[config.mk]
export PLATFORM = sky130hd
export DESIGN_NAME = color_hex_scroller
export DESIGN_NICKNAME = d
export VERILOG_FILES = /design/src/rtl/color_hex_scroller.sv
export SDC_FILE = /design/constraint.sdc
export NUM_CORES = 1
export LEC_CHECK = 0
export CORE_MARGIN = 5
export CORE_UTILIZATION = 45
export CTS_BUF_LIST = sky130_fd_sc_hd__clkbuf_8
export DETAILED_ROUTE_END_ITERATION = 6
export MAX_ROUTING_LAYER = met4
export PLACE_DENSITY = 0.63
export REMOVE_ABC_BUFFERS = 1
export SLEW_MARGIN = 0
export SYNTH_ARGS = -nofsm -noshare
export SYNTH_HDL_FRONTEND = slang
export SYNTH_SLANG_ARGS = --single-unit
[constraint.sdc]
create_clock -name clk -period 6.75 [get_ports clk]
set_input_delay 1.6875 -clock clk [delete_from_list [all_inputs] [get_ports clk]]
set_output_delay 1.6875 -clock clk [all_outputs]
set_load 0.02 [all_outputs]
[src/rtl/color_hex_scroller.sv]
// color_hex_scroller
//   Filters the classifier's 2-bit color code so only a stable code reaches
//   the display. Drives NUM_DIGITS active-low seven-segment digits with the
//   color word, shown static, scrolling or blinking.
// Ports:
//   clk, reset_n      clock, async active-low reset
//   sample_valid      color_in is valid this cycle
//   color_in[1:0]     0 red, 1 green, 2 blue, 3 none
//   mode[1:0]         0 static, 1 scroll, 2 blink, 3 off
//   hex_out           7 bits per digit, active-low, digit NUM_DIGITS-1 leftmost
//   shown_color[1:0]  color currently displayed
//   changed           one-cycle pulse after shown_color changes
module color_hex_scroller #(
  parameter int NUM_DIGITS = 6,
  parameter int TICK_DIV   = 25_000_000,
  parameter int STABLE_CNT = 4
) (
  input  logic                    clk,
  input  logic                    reset_n,
  input  logic                    sample_valid,
  input  logic [1:0]              color_in,
  input  logic [1:0]              mode,
  output logic [7*NUM_DIGITS-1:0] hex_out,
  output logic [1:0]              shown_color,
  output logic                    changed
);

  localparam int CW = $clog2(STABLE_CNT + 1);
  localparam int TW = $clog2(TICK_DIV);

  localparam logic [6:0] G_R  = 7'b0101111;
  localparam logic [6:0] G_E  = 7'b0000110;
  localparam logic [6:0] G_D  = 7'b0100001;
  localparam logic [6:0] G_G  = 7'b1000010;
  localparam logic [6:0] G_N  = 7'b0101011;
  localparam logic [6:0] G_B  = 7'b0000011;
  localparam logic [6:0] G_L  = 7'b1000111;
  localparam logic [6:0] G_U  = 7'b1100011;
  localparam logic [6:0] G_DA = 7'b0111111;
  localparam logic [6:0] G_BL = 7'b1111111;

  // Message ROM: 8 slots per color, left-justified, blank-padded.
  function automatic logic [6:0] glyph(input logic [1:0] c, input logic [2:0] s);
    logic [6:0] g;
    g = G_BL;
    case (c)
      2'd0: case (s)
              3'd0: g = G_R;
              3'd1: g = G_E;
              3'd2: g = G_D;
              default: g = G_BL;
            endcase
      2'd1: case (s)
              3'd0: g = G_G;
              3'd1: g = G_R;
              3'd2: g = G_E;
              3'd3: g = G_E;
              3'd4: g = G_N;
              default: g = G_BL;
            endcase
      2'd2: case (s)
              3'd0: g = G_B;
              3'd1: g = G_L;
              3'd2: g = G_U;
              3'd3: g = G_E;
              default: g = G_BL;
            endcase
      default: g = G_DA;
    endcase
    return g;
  endfunction

  logic [1:0]              cand_q, cand_d;
  logic [CW-1:0]           cnt_q, cnt_d;
  logic [1:0]              shown_q, shown_d;
  logic                    changed_q, changed_d;
  logic [TW-1:0]           tcnt_q, tcnt_d;
  logic [2:0]              offs_q, offs_d;
  logic                    phase_q, phase_d;
  logic [1:0]              mode_prev_q;
  logic [7*NUM_DIGITS-1:0] hex_q, hex_d;
  logic                    tick, color_chg, restart;

  always_comb begin
    // stability filter
    cand_d = cand_q;
    cnt_d  = cnt_q;
    if (sample_valid) begin
      if (color_in == cand_q) begin
        if (cnt_q != CW'(STABLE_CNT)) cnt_d = cnt_q + CW'(1);
      end else begin
        cand_d = color_in;
        cnt_d  = CW'(1);
      end
    end
    shown_d = shown_q;
    if (cnt_d == CW'(STABLE_CNT) && cand_d != shown_q) shown_d = cand_d;
    color_chg = (shown_d != shown_q);
    changed_d = color_chg;

    // rate tick and display state
    tick    = (tcnt_q == TW'(TICK_DIV - 1));
    restart = color_chg || (mode != mode_prev_q);
    tcnt_d  = tick ? '0 : tcnt_q + TW'(1);
    offs_d  = offs_q;
    phase_d = phase_q;
    case (mode)
      2'd0: begin
        offs_d  = 3'd0;
        phase_d = 1'b1;
      end
      2'd1: if (tick) offs_d = offs_q + 3'd1;
      2'd2: if (tick) phase_d = ~phase_q;
      default: ;
    endcase
    // restart outranks a coincident tick
    if (restart) begin
      tcnt_d  = '0;
      offs_d  = 3'd0;
      phase_d = 1'b1;
    end

    // output mapping uses the current registered state (1-cycle latency)
    hex_d = '1;
    for (int k = 0; k < NUM_DIGITS; k++) begin
      if (!(mode == 2'd3 || (mode == 2'd2 && !phase_q)))
        hex_d[7*k +: 7] = glyph(shown_q, offs_q + 3'(NUM_DIGITS - 1 - k));
    end
  end

  always_ff @(posedge clk or negedge reset_n) begin
    if (!reset_n) begin
      cand_q      <= 2'd3;
      cnt_q       <= '0;
      shown_q     <= 2'd3;
      changed_q   <= 1'b0;
      tcnt_q      <= '0;
      offs_q      <= 3'd0;
      phase_q     <= 1'b1;
      mode_prev_q <= 2'd0;
      hex_q       <= '1;
    end else begin
      cand_q      <= cand_d;
      cnt_q       <= cnt_d;
      shown_q     <= shown_d;
      changed_q   <= changed_d;
      tcnt_q      <= tcnt_d;
      offs_q      <= offs_d;
      phase_q     <= phase_d;
      mode_prev_q <= mode;
      hex_q       <= hex_d;
    end
  end

  assign hex_out     = hex_q;
  assign shown_color = shown_q;
  assign changed     = changed_q;

endmodule

== Yosys cells after proc, flatten, opt, wreduce, memory -nomap -nowiden ==
Cells that the tools add are included.
Word-level totals
  output and inout bits: 45
  bits of input ports: 7
  register bits: 81
  logic and storage cells: 122
Cells by class
  multiplexer cells: 44
  bitwise logic cells: 1
  $add $sub $neg: 7
  reductions and logical operators: 23
  equality and inequality tests: 38
Operator list (number)
  $pmux 7 s4: 12
  $pmux 7 s3: 12
  $mux 25: 2
  $mux 7: 6
  $eq 3x2->1 const B: 12
  $add 25x1->25 const B: 1
  $eq 25x25->1 const B: 1
  $eq 3x3->1 const B: 7
  $eq 3x1->1 const B: 6
  $logic_not 3->1: 6
  $mux 3: 5
  $reduce_or 2->1: 6
  $ne 3x3->1 const B: 3
  $add 3x1->3 const B: 2
  $add 3x2->3 const B: 2
  $add 3x3->3 const B: 2
  $eq 2x2->1 const B: 3
  $mux 2: 3
  $ne 2x2->1: 3
  $pmux 3 s2: 1
  $reduce_bool 3->1: 2
  $eq 2x1->1 const B: 2
  $logic_not 2->1: 2
  $reduce_and 2->1: 2
  7 further kinds: 10

== Logic depth before layout (Yosys ltp) ==
Gate-level depths: netlist of the first run.
  word-level depth: 11
  mapped depth: 9
  gate-level depth less buffers: 8

== Least setup slack after synthesis of the first run ==
No wires, ideal clock.
  path type: input -> register
  from: input port sample_valid
  to: register tcnt_q[16]
  setup slack: 3466 ps
  data arrival time: 3163 ps
  library setup time: 121 ps
  path buffers: 2
  cell stages on the path: 7
  data required time: 6629 ps
  cell sequence: buf_2 -> inv_1 -> a211o_1 -> a2111o_1 -> o211ai_2 -> buf_2 -> nor2_1
On the way
  word-level cells in the longest chain between the ends: 7
  elaborated cells between the ends (all ways): 9
  those cells by class: 3 x eq/ne; 4 x mux; 2 x reduce/logical
RTL lines
  start, declared: line 20  | input logic sample_valid,
  $mux 3 / $mux 2 (equally long branches): line 88  | if (sample_valid) begin
  $eq 3x3->1 / $ne 2x2->1 (equally long branches): line 97  | if (cnt_d == CW'(STABLE_CNT) && cand_d != shown_q) shown_d = cand_d;
  $logic_and 1x1->1: line 97
  $mux 2 (*): line 97
  $ne 2x2->1 (*): line 98  | color_chg = (shown_d != shown_q);
  $logic_or 1x1->1 (*): line 103  | restart = color_chg || (mode != mode_prev_q);
  $mux 25 (*): line 117  | if (restart) begin
  named net tcnt_d[16]: line 77  | logic [TW-1:0] tcnt_q, tcnt_d;
  end signal, assigned: line 147  | tcnt_q <= tcnt_d;
  end, declared: line 77
The timed path passes the listed nets; every way through them passes the cells marked *.
A chain may end at the register's enable or synchronous reset.

== Worst setup path in the final report of the first run ==
  from: input port sample_valid
  to: register tcnt_q[10]
The elaborated chain is that of the path after synthesis.

==> flow_summary.toml, run 1 <==
[logic_synthesis]
postSynthCellCount = 457
ys.flop_type = "dfstp_2"
netlist_area_um2 = 4398
yosys_warnings = 0
yosysSeqAreaShare_pct = 47.43
synth.distinct_cells = 57
avgSynthCellArea_um2 = 9.624
synth_enable_flop_cells = 0
async_flop_share_pct = 100.0
ys_ff_latch = 81

[clock_network]
clock-root-buffer = "clkbuf_8"
postCtsSetupRepairBufs = 0
cts_tree = "yes"
clk_pin_slew_ps = 80
clk_latency_ps = 360
clockBufferDepth = 2
clkSinkCount = 81
hold_buffers = 0
ctsHtreeMaxLevel = 3
cts.repair.resized = 0
cts_inserted_buffers = 9

[sta]
finalHoldViolations = 0
finalCritPeriodShare_pct = 58.76
rsz0062_at_grt = "false"
worst_pin_slew_ps = 1039
final.min_clock_period_ps = 3966
slew_headroom_pct = 30.54
fmax_ghz = 0.2521
finClkSkew_ps = 8.935
finalSetupTns_ps = 0
setup-violations-final = 0
slew_violations = 0

[run_status]
status = "finished, final reports clean"

[die]
ioPinCount = 52
dieArea_um2 = 11850
dieHeight_um = 108.9
rows = 36
die_x_um = 108.9
initial_core_util_pct = 45.63
core_area_um2 = 9639

[detailed_routing]
drt_wl_total_um = 10380
first_iter_violations = 254
vias_per_cell = 5.430
vias = 3475
postRouteAntennaNets = 0
drc = 0
dr.pass1.iters = 5
wire_per_inst_um = 16.21

[power]
power.leakage_nw = 2.054
power_density_nw_per_um2 = 351.5
combPwrFrac_pct = 38.8
power.switching_mw = 0.6283
internal_power_mw = 1.214
power.clock.fraction_pct = 22.6
p_sw_share_pct = 34.10
peakVddDrop_mv = 0.1915
pwr-share-seq_pct = 38.6

[layout]
antennaDiodeCount = 0
nets = 535
syn2layout_area_growth_pct = 19.20
finish.utilization_pct = 54.39
drive_above_1_share_pct = 16.37

[worst_hold_path]
hold_class = "reg -> reg"

[worst_setup_path]
critPathKind = "in -> reg"
startpoint_type = "primary input"
crit_arrival_ps = 4170
endpoint_kind = "flop"
worstPathMaxFanout = 25
worstPathRequired_ps = 6950

[global_routing]
grt_pass1_vias = 3448
grt_usage_pct = 19.19
antenna_found_initial = 0
grt_pass1_wl_um = 17440
grt_overflow = 0
grt_max_degree = 47

[flow_run]
drv_cap = 0

[place]
place.gp.congestion = 0.8788
hpwlAfterDp_um = 7137
port_buffers = 51
## sequential cells by signal, summed over array words and instances (netlist names)
register	count
changed	1
shown_color	2
cnt_q	3
phase_q	1
offs_q	3
cand_q	2
mode_prev_q	2
tcnt_q	25
hex_out	42
## Yosys cell counts (all sizes together) (3+ instances only)
cell    number  area, um2
or3          4      25.02
nand2       37      141.4
ha          25      312.8
nand3       23      115.1
a221o        3      30.03
nor2        49      183.9
o21ai       38      190.2
and3         4      25.02
a31oi        3      18.77
inv         22      82.58
o21bai       5      37.54
nor3        19      95.09
nand4       10      62.56
clkbuf      16      60.06
xor2        11      96.34
o221a        3      33.78
mux2         3      33.78
buf          4      26.27
xnor2       17      148.9
nand2b      10      62.56
a21oi       17      85.08
dfrtp       34      850.8
and4         4      37.54
nor2b        5      31.28
dfstp       47       1235
a22oi        4      30.03
nor4         3      18.77
## layout make-up
cell class / instances / area, um2
clock buffer: 9 / 123.9
clock inverter: 7 / 110.1
fill: 888 / 4397
inverter: 23 / 86.33
multi-input combinational: 333 / 2140
sequential: 81 / 2086
tap: 133 / 166.4
timing repair buffer: 54 / 530.5
## critical path, stage by stage
cell	delay, ps
clkdlybuf4s50_1	630
inv_1	110
a211o_1	280
a2111o_1	460
o211ai_2	870
nor2_1	120
## metal layers
| layer | track usage (%) | part of all wire [%] | wire [um] |
|---|---|---|---|
| met5 | - | 0 | 0 |
| met4 | 4.238 | 0.83 | 86 |
| met2 | 27.24 | 43 | 4489 |
| met1 | 28.12 | 50 | 5227 |
| met3 | 4.204 | 5.5 | 572 |
## stage by stage
stage | std cells | power [mW] | instance area, um2 | worst slack (ps) | hold WS (ps)
after CTS | 640 | 1.860 | 5243 | 2760 | 551.5
after detailed placement | 624 | 1.433 | 5009 | 2383 | 533.8
after global placement | 624 | 1.429 | 5009 | 2470 | 519.3
final | 640 | 1.843 | 5243 | 2784 | 550.3
after floorplan | 437 | 1.115 | 4312 | 3464 | 488.4
after global routing | 640 | 1.939 | 5243 | 2556 | 596.1
## logic make-up (layout without fill, tap and decap cells)
group	Yosys count	in the layout	synth area share, %
AND/OR/NAND/NOR	175	175	19.46
multiplexers	5	5	1.223
adder cells (fa/ha/maj)	26	26	7.568
buffers and inverters	43	93	3.926
flip-flops	81	81	47.43
AO/OA/AOI/OAI	99	99	14.82
XOR/XNOR	28	28	5.576
## power by group through the flow
stage,sequential [mW],combinational (mW),clock [mW]
after floorplan,0.857,0.258,0
after global placement,0.718,0.711,0
after detailed placement,0.720,0.713,0
after CTS,0.715,0.718,0.427
after global routing,0.726,0.765,0.447
final,0.711,0.715,0.416
## cells in the final DEF, fill, tap and decap left out, types with 3 or more instances in the layout
cell type        netlist  layout
clkdlybuf4s50_1        0      50
nor2_1                49      49
dfstp_2               47      47
o21ai_0               38      38
nand2_1               36      36
dfrtp_1               34      34
ha_1                  25      25
inv_1                 22      23
nand3_1               23      23
nor3_1                19      19
a21oi_1               17      17
xnor2_1               17      17
xor2_1                11      11
nand4_1               10      10
nand2b_1              10      10
clkbuf_8               0       9
nor2b_1                5       5
o21bai_1               5       5
and3_1                 4       4
a22oi_1                4       4
or3_1                  4       4
buf_4                  0       4
mux2_2                 3       3
and4_1                 3       3
nor4_1                 3       3
a221o_1                3       3
o221a_2                3       3
a31oi_1                3       3
bufinv_16              0       3
## final timing paths
| path | from | to | slack (ps) | cells after the start |
|---|---|---|---|---|
| max | sample_valid | tcnt_q[10] | 2780 | 6 |
| min | tcnt_q[0] | tcnt_q[0] | 550 | 1 |
| max reg2reg | offs_q[1] | hex_out[28] | 3730 | 7 |
| min reg2reg | tcnt_q[0] | tcnt_q[0] | 550 | 1 |
| max in group asynchronous | reset_n | tcnt_q[13] | 4550 | 2 |
| min in group asynchronous | reset_n | changed | 1280 | 1 |
Power figures use the tool's default switching activity.
==> inputs of run 2 (changes only) <==
==> constraint.sdc (replaced) <==
create_clock -name clk -period 3.95 [get_ports clk]
set_input_delay 0.9875 -clock clk [delete_from_list [all_inputs] [get_ports clk]]
set_output_delay 0.9875 -clock clk [all_outputs]
set_load 0.02 [all_outputs]
==> run 2 against run 1 <==
Effect of this change:
- highest routed layer unchanged
- clock power up 25%
- cell count rose by 0.47%
- clock skew is 1.2 ps lower
- total power rose by 61%
- count of clock-buffer cells in the layout stayed put
- first-iteration DRC count rose by 15%
- hold slack worse by 4.4 ps
- die area unchanged
- non-clock buffer count rose by 3
==> flow_summary.toml, run 2 (synthesis results as in run 1) <==
[detailed_routing]
drt_wl_total_um = 10290
postRouteAntennaNets = 0
vias_per_cell = 5.484
vias = 3526
dr.pass1.iters = 7
first_iter_violations = 292
wire_per_inst_um = 16.00
drc = 0

[clock_network]
hold_buffers = 0
cts.repair.resized = 0
clkSinkCount = 81
cts_inserted_buffers = 9
clk_pin_slew_ps = 80
clk_latency_ps = 350
cts_tree = "yes"
clockBufferDepth = 2
postCtsSetupRepairBufs = 0
ctsHtreeMaxLevel = 3
clock-root-buffer = "clkbuf_8"

[power]
p_total_mw = 2.967
power_density_nw_per_um2 = 571.2
power.leakage_nw = 2.035
internal_power_mw = 1.889
peakVddDrop_mv = 0.3191
power.switching_mw = 1.078
combPwrFrac_pct = 41.6
power.clock.fraction_pct = 17.5
pwr-share-seq_pct = 40.9
p_sw_share_pct = 36.33

[run_status]
status = "finished, final reports clean"

[layout]
final_cell_mix = "clkdlybuf4s50_1, nor2_1, dfstp_2, o21ai_0, nand2_1"
syn2layout_area_growth_pct = 18.12
antennaDiodeCount = 0
final_common_cell = "clkdlybuf4s50_1"
nets = 538
drive_above_1_share_pct = 16.86
nFillCells = 898
largest_reg_flops = 42
final_area_um2 = 5195
finish.utilization_pct = 53.89

[worst_hold_path]
hold_class = "reg -> reg"

[sta]
fmax_ghz = 0.3251
finClkSkew_ps = 7.773
finalCritPeriodShare_pct = 77.87
setup-violations-final = 0
finalSetupTns_ps = 0
rsz0062_at_grt = "false"
slew_violations = 0
slew_headroom_pct = 42.07
worst_pin_slew_ps = 868.9
final.min_clock_period_ps = 3076
finalHoldViolations = 0

[place]
hpwlAfterDp_um = 7117
placed_cell_area_um2 = 5031
port_buffers = 51
place.gp.congestion = 0.9079

[global_routing]
grt_max_degree = 72
grt_usage_pct = 19.15
grt_overflow = 0
antenna_found_initial = 0
grt_pass1_wl_um = 17480
grt_pass1_vias = 3473

[worst_setup_path]
cpMaxStageDelayCell = "ha_1"
crit_arrival_ps = 3350
worstPathMaxFanout = 16
critPathKind = "reg -> reg"
worstPathRequired_ps = 4220
startpoint_type = "flop"
cp_cell_sequence = "ha_1 > ha_1 > inv_1 > o221a_2 > or3b_2 > nand2b_1 > o21bai_1"
endpoint_kind = "flop"
crit_path_max_incr_delay_ps = 640
cpMostUsedCell = "ha_1"

[die]
rows = 36
dieHeight_um = 108.9
core_area_um2 = 9639
initial_core_util_pct = 45.63
die_x_um = 108.9
ioPinCount = 52
dieArea_um2 = 11850

[flow_run]
drv_cap = 0
## run 2: changes by cell type in the layout (fill, tap and decap cells not counted)
cell	delta
clkinv_2	+1
buf_4	+3
clkinvlp_4	+2
inv_1	+1
clkinv_1	-1
bufinv_16	-3
## run 2: power groups by stage
stage	registers (mW)	clock network, mW	logic, mW
after floorplan	1.47	0	0.440
after global placement	1.22	0	1.22
after detailed placement	1.23	0	1.23
after CTS	1.22	0.542	1.24
after global routing	1.24	0.582	1.33
final	1.21	0.519	1.24
## run 2: final timing paths
kind / startpoint / end / slack [ps] / cells past startpoint
worst max-delay path: offs_q[1] / hex_out[28] / 870 / 7
worst min-delay path: tcnt_q[0] / tcnt_q[0] / 550 / 1
worst max register to register: offs_q[1] / hex_out[28] / 870 / 7
worst min register to register: tcnt_q[0] / tcnt_q[0] / 550 / 1
max in group asynchronous: reset_n / hex_out[19] / 2490 / 2
min in group asynchronous: reset_n / offs_q[0] / 770 / 1
## run 2: cell type report
| cell class | instances | area (um2) | area share [%] |
|---|---|---|---|
| clock inverter | 7 | 40.04 | 0.7707 |
| sequential | 81 | 2086 | 40.15 |
| timing repair buffer | 57 | 553.0 | 10.65 |
| inverter | 23 | 86.33 | 1.662 |
| multi-input combinational | 333 | 2140 | 41.18 |
| clock buffer | 9 | 123.9 | 2.384 |
| tap | 133 | 166.4 | 3.203 |
## run 2: critical path: cells and delay by family, from the launching register on
family	cells	cell delay [ps]
adders and majority gates	2	1080
and+or+nand+nor	2	650
DFF	1	620
AOI/OAI and AO/OA	2	490
buffers and inverters	1	150
## run 2: stage by stage
step	cells	worst slack [ps]	hold slack [ps]
finish	643	874.2	545.9
global route	643	766.3	575.1
CTS	643	908.8	538.9
detailed placement	627	761.7	526.3
global placement	627	825.5	527.9
floorplan	437	1364	488.4
## run 2: metal layers
metal	share of wire (%)	track usage, %	up-vias
met5	0	-	-
met4	1.0	5.681	0
met3	6.0	3.256	10
met2	44	26.36	121
met1	49	28.77	1694
li1	-	-	1701
